<file path="src/rtl/game_io_ctrl.sv">
// ---------------------------------------------------------------------------
// game_io_ctrl
//   Memory-mapped game I/O block for a small soft processor. It provides:
//     - NUM_CH push buttons: synchronized, debounced, reduced to a single
//       press-event register that is cleared when it is read.
//     - NUM_CH LEDs that can be switched steady on, switched off, or flashed
//       for FLASH_CYC cycles.
//     - A free-running 32-bit Galois LFSR as a random-number source.
//
// Ports
//   clock         in   system clock, rising edge
//   reset         in   asynchronous, active-low reset
//   wren          in   processor store strobe
//   rden          in   processor load strobe
//   address_dmem  in   [11:0] word address
//   data          in   [31:0] store data
//   buttons       in   [NUM_CH-1:0] raw asynchronous buttons, active high
//   q_io          out  [31:0] read data, combinational from address_dmem
//   hit           out  address_dmem selects one of the three registers
//   leds          out  [NUM_CH-1:0] LED drives, active high
//
// Register map
//   ADDR_RAND  R: current LFSR state     W: reseed (0 reseeds to 32'hACE10001)
//   ADDR_LED   R: LED states             W: [7:0] chan, [8] on, [9] timed
//   ADDR_BTN   R: {overflow[9], valid[8], chan[7:0]}, cleared by the read
// ---------------------------------------------------------------------------
module game_io_ctrl #(
    parameter int          NUM_CH       = 4,
    parameter int          DEBOUNCE_CYC = 1000000,
    parameter int          FLASH_CYC    = 25000000,
    parameter logic [11:0] ADDR_RAND    = 12'd5,
    parameter logic [11:0] ADDR_LED     = 12'd6,
    parameter logic [11:0] ADDR_BTN     = 12'd7
) (
    input  logic              clock,
    input  logic              reset,
    input  logic              wren,
    input  logic              rden,
    input  logic [11:0]       address_dmem,
    input  logic [31:0]       data,
    input  logic [NUM_CH-1:0] buttons,
    output logic [31:0]       q_io,
    output logic              hit,
    output logic [NUM_CH-1:0] leds
);

    localparam int DB_W = $clog2(DEBOUNCE_CYC + 1);
    localparam int FL_W = $clog2(FLASH_CYC + 1);

    localparam logic [DB_W-1:0] DB_LAST   = DB_W'(DEBOUNCE_CYC - 1);
    localparam logic [FL_W-1:0] FL_LAST   = FL_W'(FLASH_CYC - 1);
    localparam logic [31:0]     LFSR_SEED = 32'hACE10001;
    // x^32 + x^22 + x^2 + x + 1 in right-shifting Galois form
    localparam logic [31:0]     LFSR_TAPS = 32'h80200003;

    // -----------------------------------------------------------------------
    // Button synchronizers and debouncers
    // -----------------------------------------------------------------------
    logic [NUM_CH-1:0] r_sync1;
    logic [NUM_CH-1:0] r_sync2;
    logic [NUM_CH-1:0] r_deb;
    logic [DB_W-1:0]   r_db_cnt [NUM_CH];

    logic [NUM_CH-1:0] w_db_done;
    logic [NUM_CH-1:0] w_press;
    logic [7:0]        w_low_chan;
    logic              w_multi;

    // A channel flips on the cycle its mismatch run reaches DEBOUNCE_CYC.
    // NOTE: every signal assigned in always_comb gets a default before any
    // conditional logic, so no path can leave it unassigned and infer a latch.
    always_comb begin
        w_db_done = '0;
        for (int i = 0; i < NUM_CH; i++) begin
            w_db_done[i] = (r_sync2[i] != r_deb[i]) && (r_db_cnt[i] == DB_LAST);
        end
    end

    // A completing change towards 1 is a press; towards 0 is silently accepted.
    assign w_press = w_db_done & r_sync2;

    // Lowest pressed index wins: scan downward so the last hit is the lowest.
    always_comb begin
        w_low_chan = '0;
        for (int i = NUM_CH - 1; i >= 0; i--) begin
            if (w_press[i]) begin
                w_low_chan = 8'(i);
            end
        end
    end

    // More than one bit set <=> clearing the lowest set bit leaves something.
    assign w_multi = (w_press & (w_press - NUM_CH'(1))) != '0;

    // NOTE: state registers use non-blocking assignments so every flop samples
    // the pre-edge values of the others, independent of statement order.
    always_ff @(posedge clock or negedge reset) begin
        if (!reset) begin
            r_sync1 <= '0;
            r_sync2 <= '0;
            r_deb   <= '0;
            // NOTE: the counter array is cleared element by element because a
            // reset must abort any debounce in flight; plain storage arrays
            // without that requirement would be left unreset.
            for (int i = 0; i < NUM_CH; i++) begin
                r_db_cnt[i] <= '0;
            end
        end else begin
            r_sync1 <= buttons;
            r_sync2 <= r_sync1;
            for (int i = 0; i < NUM_CH; i++) begin
                if (r_sync2[i] == r_deb[i]) begin
                    r_db_cnt[i] <= '0;
                end else if (w_db_done[i]) begin
                    r_deb[i]    <= r_sync2[i];
                    r_db_cnt[i] <= '0;
                end else begin
                    r_db_cnt[i] <= r_db_cnt[i] + DB_W'(1);
                end
            end
        end
    end

    // -----------------------------------------------------------------------
    // Press-event register
    // -----------------------------------------------------------------------
    logic       r_ev_valid;
    logic       r_ev_ovf;
    logic [7:0] r_ev_chan;
    logic       w_rd_btn;

    assign w_rd_btn = rden && (address_dmem == ADDR_BTN);

    // A clearing read empties the register first, so a press in the same
    // cycle lands in a fresh register while the read returns the old value.
    always_ff @(posedge clock or negedge reset) begin
        if (!reset) begin
            r_ev_valid <= 1'b0;
            r_ev_ovf   <= 1'b0;
            r_ev_chan  <= '0;
        end else if (w_rd_btn) begin
            r_ev_valid <= |w_press;
            r_ev_ovf   <= w_multi;
            r_ev_chan  <= (|w_press) ? w_low_chan : 8'd0;
        end else if (|w_press) begin
            if (!r_ev_valid) begin
                r_ev_valid <= 1'b1;
                r_ev_chan  <= w_low_chan;
                r_ev_ovf   <= w_multi;
            end else begin
                r_ev_ovf   <= 1'b1;
            end
        end
    end

    // -----------------------------------------------------------------------
    // LED drivers with per-channel flash timers
    // -----------------------------------------------------------------------
    logic [NUM_CH-1:0] r_led;
    logic [NUM_CH-1:0] r_timed;
    logic [FL_W-1:0]   r_timer [NUM_CH];
    logic              w_led_wr;

    assign w_led_wr = wren && (address_dmem == ADDR_LED) && (data[7:0] < 8'(NUM_CH));

    // Timed mode loads FLASH_CYC-1 and turns off on the edge after the timer
    // has reached 0, giving exactly FLASH_CYC lit cycles.
    always_ff @(posedge clock or negedge reset) begin
        if (!reset) begin
            r_led   <= '0;
            r_timed <= '0;
            for (int i = 0; i < NUM_CH; i++) begin
                r_timer[i] <= '0;
            end
        end else begin
            for (int i = 0; i < NUM_CH; i++) begin
                if (w_led_wr && (data[7:0] == 8'(i))) begin
                    r_led[i]   <= data[8];
                    r_timed[i] <= data[8] & data[9];
                    r_timer[i] <= (data[8] && data[9]) ? FL_LAST : '0;
                end else if (r_led[i] && r_timed[i]) begin
                    if (r_timer[i] == '0) begin
                        r_led[i]   <= 1'b0;
                        r_timed[i] <= 1'b0;
                    end else begin
                        r_timer[i] <= r_timer[i] - FL_W'(1);
                    end
                end
            end
        end
    end

    assign leds = r_led;

    // -----------------------------------------------------------------------
    // Random-number LFSR
    // -----------------------------------------------------------------------
    logic [31:0] r_lfsr;
    logic [31:0] w_lfsr_next;
    logic        w_rand_wr;

    assign w_lfsr_next = {1'b0, r_lfsr[31:1]} ^ (r_lfsr[0] ? LFSR_TAPS : 32'h0);
    assign w_rand_wr   = wren && (address_dmem == ADDR_RAND);

    // A zero store is replaced by the seed so the LFSR never locks up.
    always_ff @(posedge clock or negedge reset) begin
        if (!reset) begin
            r_lfsr <= LFSR_SEED;
        end else if (w_rand_wr) begin
            r_lfsr <= (data == 32'h0) ? LFSR_SEED : data;
        end else begin
            r_lfsr <= w_lfsr_next;
        end
    end

    // -----------------------------------------------------------------------
    // Read mux and address decode (independent of rden)
    // -----------------------------------------------------------------------
    always_comb begin
        q_io = '0;
        hit  = 1'b0;
        if (address_dmem == ADDR_RAND) begin
            q_io = r_lfsr;
            hit  = 1'b1;
        end else if (address_dmem == ADDR_LED) begin
            q_io[NUM_CH-1:0] = r_led;
            hit              = 1'b1;
        end else if (address_dmem == ADDR_BTN) begin
            q_io[9:0] = {r_ev_ovf, r_ev_valid, r_ev_chan};
            hit       = 1'b1;
        end
    end

endmodule

</file>
<file path="config.mk">
export PLATFORM = sky130hd
export DESIGN_NAME = game_io_ctrl
export DESIGN_NICKNAME = d
export VERILOG_FILES = /design/src/rtl/game_io_ctrl.sv
export SDC_FILE = /design/constraint.sdc
export NUM_CORES = 1
export LEC_CHECK = 0
export ABC_AREA = 1
export CORE_ASPECT_RATIO = 1.25
export CORE_MARGIN = 4
export CORE_UTILIZATION = 60
export DETAILED_ROUTE_END_ITERATION = 10
export HOLD_SLACK_MARGIN = 0.08
export PLACE_DENSITY_LB_ADDON = 0.12
export SKIP_CTS_REPAIR_TIMING = 1
export SLEW_MARGIN = 20
export SYNTH_ARGS = -nofsm -noshare
export SYNTH_HDL_FRONTEND = slang
export SYNTH_SLANG_ARGS = --single-unit
export TNS_END_PERCENT = 30
</file>
<file path="constraint.sdc">
create_clock -name clock -period 5.05 [get_ports clock]
set_clock_uncertainty 0.15 [all_clocks]
set_input_delay 1.01 -clock clock [delete_from_list [all_inputs] [get_ports clock]]
set_output_delay 1.01 -clock clock [all_outputs]
set_load 0.005 [all_outputs]
</file>
==> results of run 1 <==
[stage by stage]
step | utilization, % | cell area (sq um) | instances | power [uW] | setup slack (ns)
6_report | 69.9 | 15100 | 2178 | 4240 | 0.638
5_1_grt | 69.9 | 15100 | 2178 | 4420 | 0.511
4_1_cts | 69.9 | 15100 | 2177 | 4280 | 0.615
3_5_place_dp | 66.3 | 14300 | 2132 | 2500 | 0.627
3_3_place_gp | 66.3 | 14300 | 2132 | 2490 | 0.700
2_1_floorplan | - | 13200 | 1787 | 2330 | 1.90
[layer usage]
layer / vias to the layer above / share of wire, % / global-route usage (%)
met5: - / 0 / 0
met2: 286 / 49 / 44.5
met1: 5607 / 43 / 34.0
li1: 5901 / - / -
met3: 55 / 5.5 / 3.84
met4: 0 / 2.8 / 8.20
[final cells by class]
class / instances / area, sq um
Timing Repair Buffer: 96 / 958
Clock buffer: 42 / 759
Tap cell: 279 / 349
Clock inverter: 3 / 18.8
Multi-Input combinational cell: 1294 / 6260
Inverter: 227 / 852
Sequential cell: 236 / 5920
Fill cell: 1862 / 6500
Antenna cell: 1 / 2.50
[logic make-up after synthesis]
logic type | count (synthesis) | share of synthesized area (%)
AO/OA/AOI/OAI | 196 | 9.03
XOR/XNOR | 65 | 4.31
adder cells (fa/ha/maj) | 8 | 0.759
buffers and inverters | 257 | 7.69
flip-flops | 236 | 44.8
AND/OR/NAND/NOR | 1025 | 33.4
[layout by cell type, fill, tap and decap left out, types with 8 or more instances in the layout]
| cell type | Yosys | routed |
|---|---|---|
| o22ai_1 | 10 | 10 |
| clkdlybuf4s50_1 | 0 | 87 |
| xor2_1 | 36 | 36 |
| inv_2 | 9 | 9 |
| a31oi_1 | 8 | 8 |
| xnor2_1 | 29 | 29 |
| nand3_1 | 126 | 126 |
| o21ai_0 | 55 | 55 |
| nor2_1 | 325 | 325 |
| nand4_1 | 29 | 29 |
| nand2_1 | 445 | 445 |
| a21oi_2 | 20 | 20 |
| a211oi_1 | 8 | 8 |
| o21ai_1 | 12 | 12 |
| clkbuf_1 | 9 | 10 |
| a21oi_1 | 52 | 52 |
| nor3_1 | 33 | 33 |
| dfrtp_1 | 227 | 227 |
| o21a_1 | 11 | 11 |
| dfstp_2 | 9 | 9 |
| clkbuf_16 | 0 | 25 |
| inv_1 | 217 | 217 |
| nand3b_1 | 10 | 10 |
| nor4_1 | 13 | 13 |
| ha_1 | 8 | 8 |
[power by group through the flow]
| stage | registers, uW | logic, uW | clock network, uW |
|---|---|---|---|
| finish | 2110 | 355 | 1770 |
| global route | 2130 | 403 | 1890 |
| CTS | 2110 | 359 | 1800 |
| detailed placement | 2150 | 354 | 0 |
| global placement | 2140 | 352 | 0 |
| floorplan | 2130 | 195 | 0 |
[worst max path at each step]
stage / slack (ns) / to / cells after the start / from
2_1_floorplan: 1.90 / q_io[8] / 6 / address_dmem[7]
3_3_place_gp: 0.70 / q_io[10] / 7 / address_dmem[7]
3_5_place_dp: 0.63 / q_io[17] / 8 / address_dmem[7]
4_1_cts: 0.62 / q_io[17] / 8 / address_dmem[7]
5_1_grt: 0.51 / q_io[18] / 8 / address_dmem[11]
6_report: 0.64 / q_io[17] / 8 / address_dmem[7]
[flip-flops by register name, summed over array words and instances (netlist names)]
signal / cells
r_timed: 4
r_ev_ovf: 1
r_timer: 100
r_ev_valid: 1
r_sync1: 4
leds: 4
r_sync2: 4
r_deb: 4
r_db_cnt: 80
r_ev_chan: 2
r_lfsr: 32
[critical path: stages]
cell	delay, ns
clkdlybuf4s50_1	0.40
nor2_1	0.10
nand2_1	0.16
nor2_8	0.22
nand4_4	0.36
buf_4	0.34
nor2_1	0.13
clkdlybuf4s50_1	0.52
==> results.py, run 1 <==
metrics = {
    "yosys": {
        "yosysMostFrequentCell": "nand2_1",
        "synth_commonest_cells": "445 x nand2_1, 325 x nor2_1, 227 x dfrtp_1",
        "synthCells": 1787,
        "synth_seq_cells": 236,
        "syn-num-nets": 1847,
        "avgSynthCellArea_sq_um": 7.38,
        "ys_seq_area_share_pct": 44.8,
        "synthTopCellsByArea": "dfrtp_1 43%, nand2_1 13%, nor2_1 9.2%",
        "synth-edff-count": 0,
        "synth_top_area_share_pct": 43.0,
        "async_flop_share_pct": 100,
        "synth_area_sq_um": 13200,
        "synth_top_flop_cell": "dfrtp_1",
        "synth.distinct_cells": 50,
        "synth_top_cell_by_area": "dfrtp_1",
        "yosysWarnings": 0,
    },
    "setup_path": {
        "endpoint_kind": "primary output",
        "reg2reg_to": "r_timer[42]$_DFFE_PN0P_",
        "critPathArrivalTime_ns": 3.25,
        "worst-r2r-setup-slack_ns": 2.10,
        "rr_startpoint": "r_timer[25]$_DFFE_PN0P_",
        "cp-start-kind": "input port",
        "crit_fanout": 19,
        "rr_worst_depth": 12,
        "worst_ep_required_time_ns": 3.89,
        "crit_type": "in2out",
    },
    "power": {
        "pwr-share-comb_pct": 8.4,
        "power.internal_uw": 3210,
        "powerDensity_nw_per_um2": 280,
        "p_leak_uw": 0.00774,
        "switching_power_uw": 1030,
        "switching_share_pct": 24.3,
        "ir_drop_uv": 280,
        "seqPwrFrac_pct": 49.9,
        "clockPowerShare_pct": 41.8,
    },
    "grt": {
        "grt_max_degree": 122,
        "grt_usage_pct": 26.0,
        "grt_pass1_vias": 11700,
        "grt_pass1_wl_mm": 54.1,
        "antenna_found_initial": 1,
        "grt_overflow": 0,
    },
    "drt": {
        "dr_total_vias": 11800,
        "drc": 0,
        "first_pass_iters": 8,
        "drt_iter0_drc": 650,
        "routed_via_density": 5.44,
        "final_antenna_net_count": 0,
        "avgRoutedWirePerCell_um": 14.4,
        "finalWirelength_mm": 31.4,
    },
    "timing": {
        "finalHoldViolCount": 0,
        "finalSetupViolCount": 0,
        "maxSlewViolCount": 0,
        "relSlewSlack_pct": 37.3,
        "period_needed_ns": 4.41,
        "rsz0062_at_grt": "no",
        "post-route-period-util_pct": 87.4,
        "max_freq_ghz": 0.227,
        "worst_pin_slew_ns": 0.941,
        "fin_hold_ws_ns": 0.199,
        "fin_tns_setup_ns": 0,
    },
    "cts": {
        "numCtsBuffers": 25,
        "cts_tree": "yes",
        "clock_sinks": 236,
        "cts_root_buf": "clkbuf_16",
        "clk_pin_slew_ns": 0.06,
        "clock_path_buffers": 3,
        "h-tree-depth": 1,
        "clk_latency_ns": 0.53,
    },
    "hold_path": {
        "hold_class": "reg2reg",
        "min_path_cells": 0,
        "hp-start": "r_sync1[2]$_DFF_PN0_",
        "min_to": "r_sync2[2]$_DFF_PN0_",
    },
    "placed_design": {
        "place_congestion": 0.926,
        "io_buffers": 88,
        "dp_hpwl_mm": 22.2,
    },
    "floorplan": {
        "die_h_um": 174,
        "io_pins": 89,
        "fp-row-count": 60,
        "initial_core_util_pct": 61.0,
        "dieArea_sq_um": 24400,
        "die_x_um": 141,
        "coreArea_sq_um": 21600,
    },
    "layout": {
        "finalNetCount": 1940,
        "syn_to_final_growth_pct": 14.6,
        "drive_above_1_share_pct": 6.22,
    },
    "job": {
        "drv_cap": 0,
    },
    "outcome": {
        "run_status": "completed",
    },
}
No activity file was read; power rests on OpenSTA's default activity.
==> run 2: changes to the inputs <==
==> constraint.sdc (replaced) <==
create_clock -name clock -period 5.7 [get_ports clock]
set_clock_uncertainty 0.15 [all_clocks]
set_input_delay 1.14 -clock clock [delete_from_list [all_inputs] [get_ports clock]]
set_output_delay 1.14 -clock clock [all_outputs]
set_load 0.005 [all_outputs]
==> results.py, run 2 (synthesized netlist as in run 1, its figures left out) <==
metrics = {
    "layout": {
        "final_cell_mix": "445 x nand2_1, 325 x nor2_1, 227 x dfrtp_1, 217 x inv_1, 126 x nand3_1",
        "final_util_pct": 70.1,
        "largest_register": "r_timer",
        "syn_to_final_growth_pct": 14.8,
        "ff_latch_area_sq_um": 5920,
        "mostFrequentLayoutCell": "nand2_1",
        "finalNetCount": 1938,
        "reg.largest.list": "r_timer (100), r_db_cnt (80), r_lfsr (32)",
        "design_area_sq_um": 15200,
        "nFillCells": 1868,
        "drive_above_1_share_pct": 6.23,
        "antenna_cells": 0,
        "largest_reg_flops": 100,
        "multi_input_area_sq_um": 6260,
    },
    "timing": {
        "finalHoldViolCount": 0,
        "max_freq_ghz": 0.218,
        "rsz0062_at_grt": "no",
        "worst_pin_slew_ns": 0.952,
        "period_needed_ns": 4.58,
        "relSlewSlack_pct": 36.4,
        "maxSlewViolCount": 0,
        "finalSetupViolCount": 0,
        "fin_hold_ws_ns": 0.199,
        "fin_tns_setup_ns": 0,
        "post-route-period-util_pct": 80.4,
    },
    "setup_path": {
        "cp-start-kind": "input port",
        "crit_type": "in2out",
        "critPathArrivalTime_ns": 3.29,
        "cpMostUsedCell": "clkdlybuf4s50_1",
        "path_cells": "clkdlybuf4s50_1 > nor2_1 > nand2_1 > nor2_8 > nand4_4 > buf_4 > a31oi_1 > clkdlybuf4s50_1",
        "path_buf_inv": 3,
        "endpoint_kind": "primary output",
        "max_stage_delay_ns": 0.61,
        "worst_ep_required_time_ns": 4.41,
        "crit_fanout": 30,
        "path_delay_family": "buffers and inverters",
        "cp_slowest_cell": "clkdlybuf4s50_1",
    },
    "power": {
        "p_leak_uw": 0.00776,
        "finalPower_uw": 3850,
        "ir_drop_uv": 237,
        "powerDensity_nw_per_um2": 254,
    },
    "cts": {
        "clock_sinks": 236,
        "clk_pin_slew_ns": 0.06,
        "clk_latency_ns": 0.52,
        "h-tree-depth": 1,
        "clock_path_buffers": 3,
        "cts_tree": "yes",
        "numCtsBuffers": 25,
        "cts_root_buf": "clkbuf_16",
    },
    "placed_design": {
        "io_buffers": 88,
        "place_congestion": 0.914,
        "placed_area_sq_um": 14300,
        "dp_hpwl_mm": 21.8,
    },
    "floorplan": {
        "fp-row-count": 60,
        "die_h_um": 174,
        "dieArea_sq_um": 24400,
        "coreArea_sq_um": 21600,
        "initial_core_util_pct": 61.0,
        "die_x_um": 141,
        "io_pins": 89,
    },
    "drt": {
        "drt_iter0_drc": 788,
        "routed_via_density": 5.38,
        "drc": 0,
        "first_pass_iters": 8,
        "avgRoutedWirePerCell_um": 14.3,
        "finalWirelength_mm": 31.0,
        "final_antenna_net_count": 0,
        "dr_total_vias": 11700,
    },
    "grt": {
        "grt_pass1_vias": 11300,
        "grt_overflow": 0,
        "grt_max_degree": 125,
        "grt_pass1_wl_mm": 52.4,
        "grt_usage_pct": 25.3,
        "antenna_found_initial": 0,
    },
    "job": {
        "drv_cap": 0,
    },
    "hold_path": {
        "hold_class": "reg2reg",
    },
    "outcome": {
        "run_status": "completed",
    },
}
==> run 2: cell count changes in the layout (fill, tap and decap cells not counted) <==
| cell | previous run | this run |
|---|---|---|
| buf_12 | 1 | 0 |
| buf_4 | 7 | 6 |
| clkinv_2 | 2 | 3 |
| diode_2 | 1 | 0 |
| inv_6 | 1 | 0 |
| bufinv_16 | 0 | 3 |
| clkbuf_1 | 10 | 7 |
| clkbuf_8 | 7 | 6 |
==> run 2: cell type report <==
cell class | count | share of cell area (%)
Multi-Input combinational cell | 1294 | 41.3
Sequential cell | 236 | 39.0
Timing Repair Buffer | 94 | 6.14
Inverter | 227 | 5.62
Clock buffer | 38 | 4.85
Tap cell | 279 | 2.30
Clock inverter | 6 | 0.694
==> run 2: final timing paths <==
check                           slack (ns)               startpoint  depth (start not counted)                 endpoint
worst max-delay path                  1.12          address_dmem[7]                          8                  q_io[0]
worst min-delay path                  0.20     r_sync1[2]$_DFF_PN0_                          0     r_sync2[2]$_DFF_PN0_
worst max register to register        2.61  r_timer[25]$_DFFE_PN0P_                         11  r_timer[48]$_DFFE_PN0P_
worst min register to register        0.20     r_sync1[2]$_DFF_PN0_                          0     r_sync2[2]$_DFF_PN0_
max in group asynchronous             3.73                    reset                          2  r_timer[11]$_DFFE_PN0P_
min in group asynchronous             0.54                    reset                          1   r_db_cnt[30]$_DFF_PN0_
==> run 2: per-stage QoR <==
| step | setup slack [ns] | std cells |
|---|---|---|
| floorplan | 2.29 | 1787 |
| global placement | 1.13 | 2130 |
| detailed placement | 1.11 | 2130 |
| CTS | 1.11 | 2174 |
| global route | 0.981 | 2174 |
| finish | 1.12 | 2174 |
==> run 2: power breakdown <==
group | total, uW | internal (uW) | switching (uW)
combinational | 311 | 119 | 193
sequential | 1880 | 1820 | 50.8
clock | 1670 | 1020 | 649
total | 3850 | 2960 | 893
==> run 2: routing by layer <==
metal	part of all wire [%]	global-route usage, %	up-vias
met3	6.3	4.03	58
li1	-	-	5870
met4	2.7	7.67	0
met5	0	0	-
met1	43	33.9	5465
met2	48	42.5	299
